<file path="config.mk">
export PLATFORM = sky130hd
export DESIGN_NAME = fifo_serial_tx
export DESIGN_NICKNAME = d
export VERILOG_FILES = /design/src/rtl/fifo_serial_tx.sv
export SDC_FILE = /design/constraint.sdc
export NUM_CORES = 1
export LEC_CHECK = 0
export ABC_AREA = 1
export CORE_MARGIN = 10
export CORE_UTILIZATION = 55
export DETAILED_ROUTE_END_ITERATION = 10
export GPL_TIMING_DRIVEN = 0
export MAX_ROUTING_LAYER = met4
export PLACE_DENSITY = 0.77
export SLEW_MARGIN = 20
export SYNTH_ARGS = -nofsm -noshare
export SYNTH_HDL_FRONTEND = slang
export SYNTH_SLANG_ARGS = --single-unit
</file>
<file path="constraint.sdc">
create_clock -name clk -period 2.85 [get_ports clk]
set_clock_uncertainty 0.15 [all_clocks]
set_input_delay 0.57 -clock clk [delete_from_list [all_inputs] [get_ports clk]]
set_output_delay 0.57 -clock clk [all_outputs]
set_load 0.02 [all_outputs]
</file>
<file path="src/rtl/fifo_serial_tx.sv">
// fifo_serial_tx: pops bytes from the FIFO head and shifts them out as
// start / data (LSB first) / optional parity / stop frames on a single line.
`timescale 1ns/1ps

module fifo_serial_tx #(
    parameter int unsigned WIDTH     = 8,
    parameter int unsigned PARITY    = 0,   // 0 = none, 1 = even, 2 = odd
    parameter int unsigned DIV_WIDTH = 16
) (
    input  logic                 clk,
    input  logic                 reset,
    input  logic [WIDTH-1:0]     d,
    input  logic                 d_valid,
    output logic                 d_take,
    input  logic [DIV_WIDTH-1:0] divisor,
    output logic                 tx,
    output logic                 busy
);

    localparam int unsigned BIT_CNT_W = $clog2(WIDTH + 1);
    localparam logic [BIT_CNT_W-1:0] LAST_BIT = BIT_CNT_W'(WIDTH);
    localparam logic PAR_EN  = (PARITY != 0);
    localparam logic PAR_ODD = (PARITY == 2);

    typedef enum logic [2:0] {
        IDLE,
        START,
        DATA,
        PAR,
        STOP
    } state_t;

    state_t                 state;
    logic [WIDTH-1:0]       shift;
    logic [DIV_WIDTH-1:0]   n;
    logic [DIV_WIDTH-1:0]   div_cnt;
    logic [BIT_CNT_W-1:0]   bit_cnt;
    logic                   par;

    logic [DIV_WIDTH-1:0]   div_n_c;
    logic                   bit_end_c;
    logic                   load_now_c;

    // Effective divisor (0 behaves as 1), end-of-bit detect and load decision.
    // d_valid is ignored while d_take is still high so the head is never popped twice.
    // n is always >= 1 once loaded, so n - 1 cannot underflow and the full
    // 2^DIV_WIDTH-1 range counts without overflow.
    always_comb begin
        div_n_c    = (divisor == '0) ? DIV_WIDTH'(1) : divisor;
        bit_end_c  = (div_cnt == (n - DIV_WIDTH'(1)));
        load_now_c = d_valid && !d_take &&
                     ((state == IDLE) || ((state == STOP) && bit_end_c));
    end

    // Frame sequencer with registered tx / busy / d_take.
    always_ff @(posedge clk or posedge reset) begin
        if (reset) begin
            state   <= IDLE;
            tx      <= 1'b1;
            busy    <= 1'b0;
            d_take  <= 1'b0;
            shift   <= '0;
            n       <= '0;
            div_cnt <= '0;
            bit_cnt <= '0;
            par     <= 1'b0;
        end else begin
            d_take <= 1'b0;
            if (load_now_c) begin
                // Latch byte, parity and bit period; start bit goes out immediately.
                shift   <= d;
                par     <= (^d) ^ PAR_ODD;
                n       <= div_n_c;
                div_cnt <= '0;
                bit_cnt <= '0;
                state   <= START;
                tx      <= 1'b0;
                busy    <= 1'b1;
                d_take  <= 1'b1;
            end else begin
                case (state)
                    IDLE: begin
                        tx   <= 1'b1;
                        busy <= 1'b0;
                    end
                    START: begin
                        if (bit_end_c) begin
                            div_cnt <= '0;
                            state   <= DATA;
                            tx      <= shift[0];
                            shift   <= shift >> 1;
                            bit_cnt <= BIT_CNT_W'(1);
                        end else begin
                            div_cnt <= div_cnt + DIV_WIDTH'(1);
                        end
                    end
                    DATA: begin
                        if (bit_end_c) begin
                            div_cnt <= '0;
                            if (bit_cnt == LAST_BIT) begin
                                if (PAR_EN) begin
                                    state <= PAR;
                                    tx    <= par;
                                end else begin
                                    state <= STOP;
                                    tx    <= 1'b1;
                                end
                            end else begin
                                tx      <= shift[0];
                                shift   <= shift >> 1;
                                bit_cnt <= bit_cnt + BIT_CNT_W'(1);
                            end
                        end else begin
                            div_cnt <= div_cnt + DIV_WIDTH'(1);
                        end
                    end
                    PAR: begin
                        if (bit_end_c) begin
                            div_cnt <= '0;
                            state   <= STOP;
                            tx      <= 1'b1;
                        end else begin
                            div_cnt <= div_cnt + DIV_WIDTH'(1);
                        end
                    end
                    STOP: begin
                        // A back-to-back load is handled above; here the line goes idle.
                        if (bit_end_c) begin
                            div_cnt <= '0;
                            state   <= IDLE;
                            tx      <= 1'b1;
                            busy    <= 1'b0;
                        end else begin
                            div_cnt <= div_cnt + DIV_WIDTH'(1);
                        end
                    end
                    default: begin
                        state <= IDLE;
                        tx    <= 1'b1;
                        busy  <= 1'b0;
                    end
                endcase
            end
        end
    end

endmodule
</file>
==> After elaboration in Yosys (flattened, before gate mapping) <==
Cells that the tools add are included.
{ "word_totals": {"word_cells": 73, "regBits": 50, "inputBits": 27} }
{ "op_classes": {"add_sub_neg": 3, "reduce_logical": 16, "n_mux": 31, "eq_ne": 15} }
{ "ops": {"columns": ["cell", "count"], "rows": [
  ["$mux W16", 4],
  ["$mux W8", 4],
  ["$mux W3", 6],
  ["$ne A3 B3 Y1 const B", 6],
  ["$add A16 B1 Y16 const B", 1],
  ["$eq A16 B16 Y1", 1],
  ["$logic_not A16 Y1", 1],
  ["$mux W4", 4],
  ["$pmux W8 S2", 1],
  ["$sub A16 B1 Y16 const B", 1],
  ["$pmux W3 S5", 1],
  ["$mux W1", 8],
  ["$pmux W4 S2", 1],
  ["$eq A3 B2 Y1 const B", 2],
  ["$reduce_and A6 Y1", 1],
  ["$add A4 B1 Y4 const B", 1],
  ["$eq A4 B4 Y1 const B", 1],
  ["$reduce_and A4 Y1", 1],
  ["$reduce_or A4 Y1", 1],
  ["$eq A3 B1 Y1 const B", 1],
  ["$eq A3 B3 Y1 const B", 1],
  ["$logic_and A1 B1 Y1", 3],
  ["$logic_not A3 Y1", 1],
  ["$ne A3 B1 Y1 const B", 1],
  ["other kinds (12)", 12]
]} }

==> Longest topological paths before layout <==
{ "logic_depth": {"depth_word": 7, "ltp_mapped": 17} }

==> Worst setup path after synthesis <==
No wires, ideal clock.
{ "synth_timing": {"path_kind": "register -> register", "startpoint": "register n[0]", "endpoint": "register shift[0]", "stages_incl_launch_ff": 16, "path_buffers": 2, "slack_ns": 0.530, "arrival_time_ns": 2.053, "setup_time_ns": 0.116, "period_less_slack_ns": 2.320, "path_cell_list": "dfrtp_1 -> inv_1 -> ha_1 -> nand2_2 -> nor2_2 -> nand2_1 -> nand2_1 -> nand2_1 -> nor2_1 -> nand3_2 -> o21bai_4 -> nand2_2 -> buf_6 -> buf_6 -> nand3_1 -> nand2_1"} }
{ "synth_between": {"elab_chain_len": 7} }
{ "synth_lines": {"columns": ["element", "line", "source"], "rows": [
  ["start, declared", "35", "logic [DIV_WIDTH-1:0] n;"],
  ["start signal, assigned", "73", "n <= div_n_c;"],
  ["$sub A16 B1 Y16 (*)", "50", "bit_end_c = (div_cnt == (n - DIV_WIDTH'(1)));"],
  ["$eq A16 B16 Y1 (*)", "50", null],
  ["$logic_and A1 B1 Y1", "52", "((state == IDLE) || ((state == STOP) && bit_end_c));"],
  ["$logic_or A1 B1 Y1", "52", null],
  ["$logic_and A1 B1 Y1", "51", "load_now_c = d_valid && !d_take &&"],
  ["$ne A3 B3 Y1 (no source line) or $reduce_bool A3 Y1 (tied branches)", null, null],
  ["$reduce_and A4 Y1 (no source line)", null, null],
  ["end signal, assigned", "91", "shift <= shift >> 1;"],
  ["end signal, assigned", "110", "shift <= shift >> 1;"],
  ["end, declared", "34", "logic [WIDTH-1:0] shift;"]
]} }
Mark *: on every way between the ends. The rest lies on a longest branch, timed or not.
A chain may end at the register's enable or synchronous reset.

==> Worst setup path in the final report <==
{ "layout_timing": {"startpoint": "register n[0]", "endpoint": "register div_cnt[11]"} }
{ "layout_between": {"elab_chain_len": 6} }
{ "layout_lines": {"columns": ["element", "line", "source"], "rows": [
  ["$sub A16 B1 Y16 (*)", "50", null],
  ["$eq A16 B16 Y1 (*)", "50", null],
  ["$logic_and A1 B1 Y1", "52", null],
  ["$logic_or A1 B1 Y1", "52", null],
  ["$logic_and A1 B1 Y1", "51", null],
  ["$mux W16 or $reduce_bool A2 Y1 (tied branches)", null, null],
  ["end signal, assigned", "94", "div_cnt <= div_cnt + DIV_WIDTH'(1);"],
  ["end signal, assigned", "114", "div_cnt <= div_cnt + DIV_WIDTH'(1);"],
  ["end signal, assigned", "123", "div_cnt <= div_cnt + DIV_WIDTH'(1);"],
  ["end, declared", "36", "logic [DIV_WIDTH-1:0] div_cnt;"]
]} }
Mark *: on every way between the ends. The rest lies on a longest branch, timed or not. The select of a mux whose other input is x is not followed.

==> results.sh <==
export IMPL_status="completed"
export IMPL_finalWeightedCongestion=0.881
export IMPL_root_buffer="clkbuf_8"
export IMPL_crit_path_max_incr_delay_ps=390
export IMPL_arrival_ps=2730
export IMPL_ctsHtreeMaxLevel=2
export IMPL_utilization_pct=66.4
export IMPL_use_met1_pct=21.7
export IMPL_cts_tree="done"
export IMPL_numCtsBuffers=5
export IMPL_peakVddDrop_mv=0.464
export IMPL_ys_seq_area_share_pct=37.6
export IMPL_critical_path_class="reg2reg"
export IMPL_reg2reg_slack_ps=170
export IMPL_die_x_microns=97.8
export IMPL_grt_antenna_before_repair=0
export IMPL_start_kind="flip-flop"
export IMPL_fin_tns_setup_ps=0
export IMPL_avgSynthCellArea_sq_um=6.89
export IMPL_grt_pass1_vias=3204
export IMPL_grt_overflow_total=0
export IMPL_leakagePower_nw=1.93
export IMPL_pin_count=30
export IMPL_hold_viol_final=0
export IMPL_num_rows=28
export IMPL_core_area_sq_um=5890
export IMPL_cts_hold_buf=0
export IMPL_yosys_warnings=0
export IMPL_startpoint="n[0]"
export IMPL_combPwrFrac_pct=51.4
export IMPL_clock_latency_ps=310
export IMPL_finalSetupViolCount=0
export IMPL_start_util_pct=56.6
export IMPL_r2r_end="div_cnt[11]"
export IMPL_syn2layout_area_growth_pct=17.4
export IMPL_finalMaxSlewViolations=0
export IMPL_syn_inst=483
export IMPL_seqPwrFrac_pct=34.4
export IMPL_critPathTopFamily="simple AND/OR/NAND/NOR gates"
export IMPL_ant_nets=0
export IMPL_num_vias=3108
export IMPL_syn_nets=514
export IMPL_slew_headroom_pct=57.7
export IMPL_grt_start_max_net_pins=29
export IMPL_grt_use_total_pct=18.3
export IMPL_path_buf_inv=4
export IMPL_layout_nets=555
export IMPL_period_minus_slack_ps=2680
export IMPL_die_area_sq_um=9570
export IMPL_layout_drive_gt1_share_pct=9.14
export IMPL_cp_depth=17
export IMPL_critPathCapture="div_cnt[11]"
export IMPL_min_path_type="reg2reg"
export IMPL_critPathRequiredTime_ps=2900
export IMPL_cap_viol_max_count=0
export IMPL_place_hpwl_mm=6.41
export IMPL_clkPwrFrac_pct=14.2
export IMPL_antenna_cells=0
export IMPL_dp_cells=588
export IMPL_holdWs_ps=321
export IMPL_die_h_microns=97.8
export IMPL_port_buffers=29
export IMPL_routed_via_density=5.18
export IMPL_powerDensity_nw_per_um2=904
export IMPL_clockBufferDepth=2
export IMPL_synth_area_sq_um=3330
export IMPL_crit_chain="inv_2 > ha_2 > inv_1 > nand2_1 > nand2_1 > nor2_2 > nand2_1 > nor2_1 > nand2_1 > nor2_1 > nand3_2 > o21bai_4 > nand2_2 > buf_6 > buf_6 > nand3_1 > nand2_1"
export IMPL_finalCritPeriodShare_pct=94.1
export IMPL_crit_top_cell="nand2_1"
export IMPL_fmax_mhz=373
export IMPL_first_iter_violations=188
export IMPL_busiest_layer="met2"
export IMPL_cts_sinks=50
export IMPL_grt_pass1_wl_mm=14.4
export IMPL_cp_max_fo=10
export IMPL_ys_types=33
export IMPL_switching_share_pct=46.6
export IMPL_synth_seq_cells=50
export IMPL_drc=0
export IMPL_p_int_mw=1.89
export IMPL_wire_per_inst_microns=13.7
export IMPL_reg2regPathDepth=17
export IMPL_r2r_start="n[0]"
export IMPL_final_cells=600
export IMPL_worst_path_max_delay_cell="dfrtp_1"
export IMPL_clkTransAtPathRegs_ps=90
export IMPL_use_met2_pct=30.4
export IMPL_worst_pin_slew_ps=632
export IMPL_p_sw_mw=1.65
export IMPL_power_total_mw=3.53
export IMPL_first_pass_iters=4
export IMPL_wl_mm=8.22
export IMPL_met3_usage_pct=2.68
export IMPL_end_kind="flip-flop"
## flip-flops by register name, summed over array words and instances, names as in the netlist
name     count
d_take       1
div_cnt     16
n           16
tx           1
shift        8
busy         1
bit_cnt      4
state        3
## placed cells by master (no fill, tap or decap), types with 6 or more instances in the layout
master / count
buf_2: 6
nand3_1: 58
xnor2_1: 10
clkdlybuf4s50_1: 29
nor2_2: 8
xor2_1: 22
nor2_1: 42
nand2_1: 159
nand3b_1: 6
dfrtp_1: 49
o21ai_0: 21
inv_1: 49
## power by group through the flow
| stage | combinational [mW] | clock, mW | sequential, mW |
|---|---|---|---|
| after global routing | 2.08 | 0.541 | 1.26 |
| final | 1.82 | 0.500 | 1.22 |
| after global placement | 1.70 | 0 | 1.22 |
| after floorplan | 1.32 | 0 | 1.19 |
| after detailed placement | 1.75 | 0 | 1.23 |
| after CTS | 1.77 | 0.510 | 1.21 |
## through the flow
stage | worst slack (ps) | cell area, sq um
floorplan | 530 | 3330
finish | 169 | 3910
CTS | 38.1 | 3840
detailed placement | 26.2 | 3730
global route | -5.79 | 3910
global placement | -65.3 | 3710
## cells by family after synthesis
family	count (synthesis)	synth area share (%)
AOI/OAI and AO/OA	30	5.22
xor gates and xnor gates	32	8.42
adders and majority gates	4	1.50
buffers and inverters	70	8.91
DFF	50	37.6
and+or+nand+nor	297	38.3
## how the worst min path moves through the flow
stage / from / end / slack [ps] / cells past startpoint
after floorplan: n[15] / n[15] / 320 / 2
after global placement: busy / busy / 300 / 2
after detailed placement: tx / tx / 310 / 2
after CTS: tx / tx / 320 / 2
after global routing: tx / tx / 340 / 2
final: tx / tx / 320 / 2
## tightest hold or removal path: stages (launching register included)
cell and delay (ps):
dfstp_2 380, nand2_1 50, nand2_1 50
## what timing repair did
item	in CTS	in global routing
setup endpoints to repair	2	49
gates cloned	0	0
setup buffers	0	4
gates resized for setup	1	12
pin swaps	0	1
## per-layer routing
| metal | routed length (microns) | part of all wire, % |
|---|---|---|
| met4 | 204 | 2.5 |
| met3 | 255 | 3.1 |
| met5 | 0 | 0 |
| met1 | 3690 | 45 |
| met2 | 4070 | 49 |
## layout make-up
cell class | count | area, sq um
plain buffers | 16 | 98.8
clock buffers | 5 | 68.8
clock inverters | 3 | 40.0
fillers | 550 | 1980
inverters | 54 | 203
multi-input cells | 363 | 1810
flip-flops and latches | 50 | 1250
well taps | 75 | 93.8
repair buffers | 34 | 340
## synth_stat cells
| cell | count | area share [%] |
|---|---|---|
| nand4_1 | 5 | 0.94 |
| dfstp_2 | 1 | 0.79 |
| o31ai_1 | 1 | 0.23 |
| inv_2 | 1 | 0.11 |
| a21oi_1 | 2 | 0.30 |
| dfrtp_1 | 49 | 37 |
| o21ai_1 | 3 | 0.45 |
| xnor2_1 | 10 | 2.6 |
| nor3b_1 | 1 | 0.23 |
| clkinv_1 | 1 | 0.11 |
| nand3b_1 | 6 | 1.4 |
| xor2_1 | 22 | 5.8 |
| a31o_2 | 1 | 0.26 |
| nand3_1 | 59 | 8.9 |
| buf_2 | 8 | 1.2 |
| clkbuf_1 | 4 | 0.45 |
| o21ai_0 | 21 | 3.2 |
| o21bai_4 | 1 | 0.56 |
| and3_1 | 1 | 0.19 |
| nand2_2 | 2 | 0.38 |
| buf_6 | 3 | 1.0 |
| clkbuf_2 | 1 | 0.15 |
| and2_1 | 1 | 0.19 |
| nand3_2 | 1 | 0.30 |
| or2_2 | 1 | 0.19 |
| inv_1 | 52 | 5.9 |
| nor2_1 | 47 | 5.3 |
| nor2_2 | 5 | 0.94 |
| nor3_1 | 4 | 0.60 |
| ha_1 | 4 | 1.5 |
| a41oi_1 | 1 | 0.26 |
| nand2_1 | 159 | 18 |
| nor4_1 | 5 | 0.94 |
(Power assumes the default switching activity.)
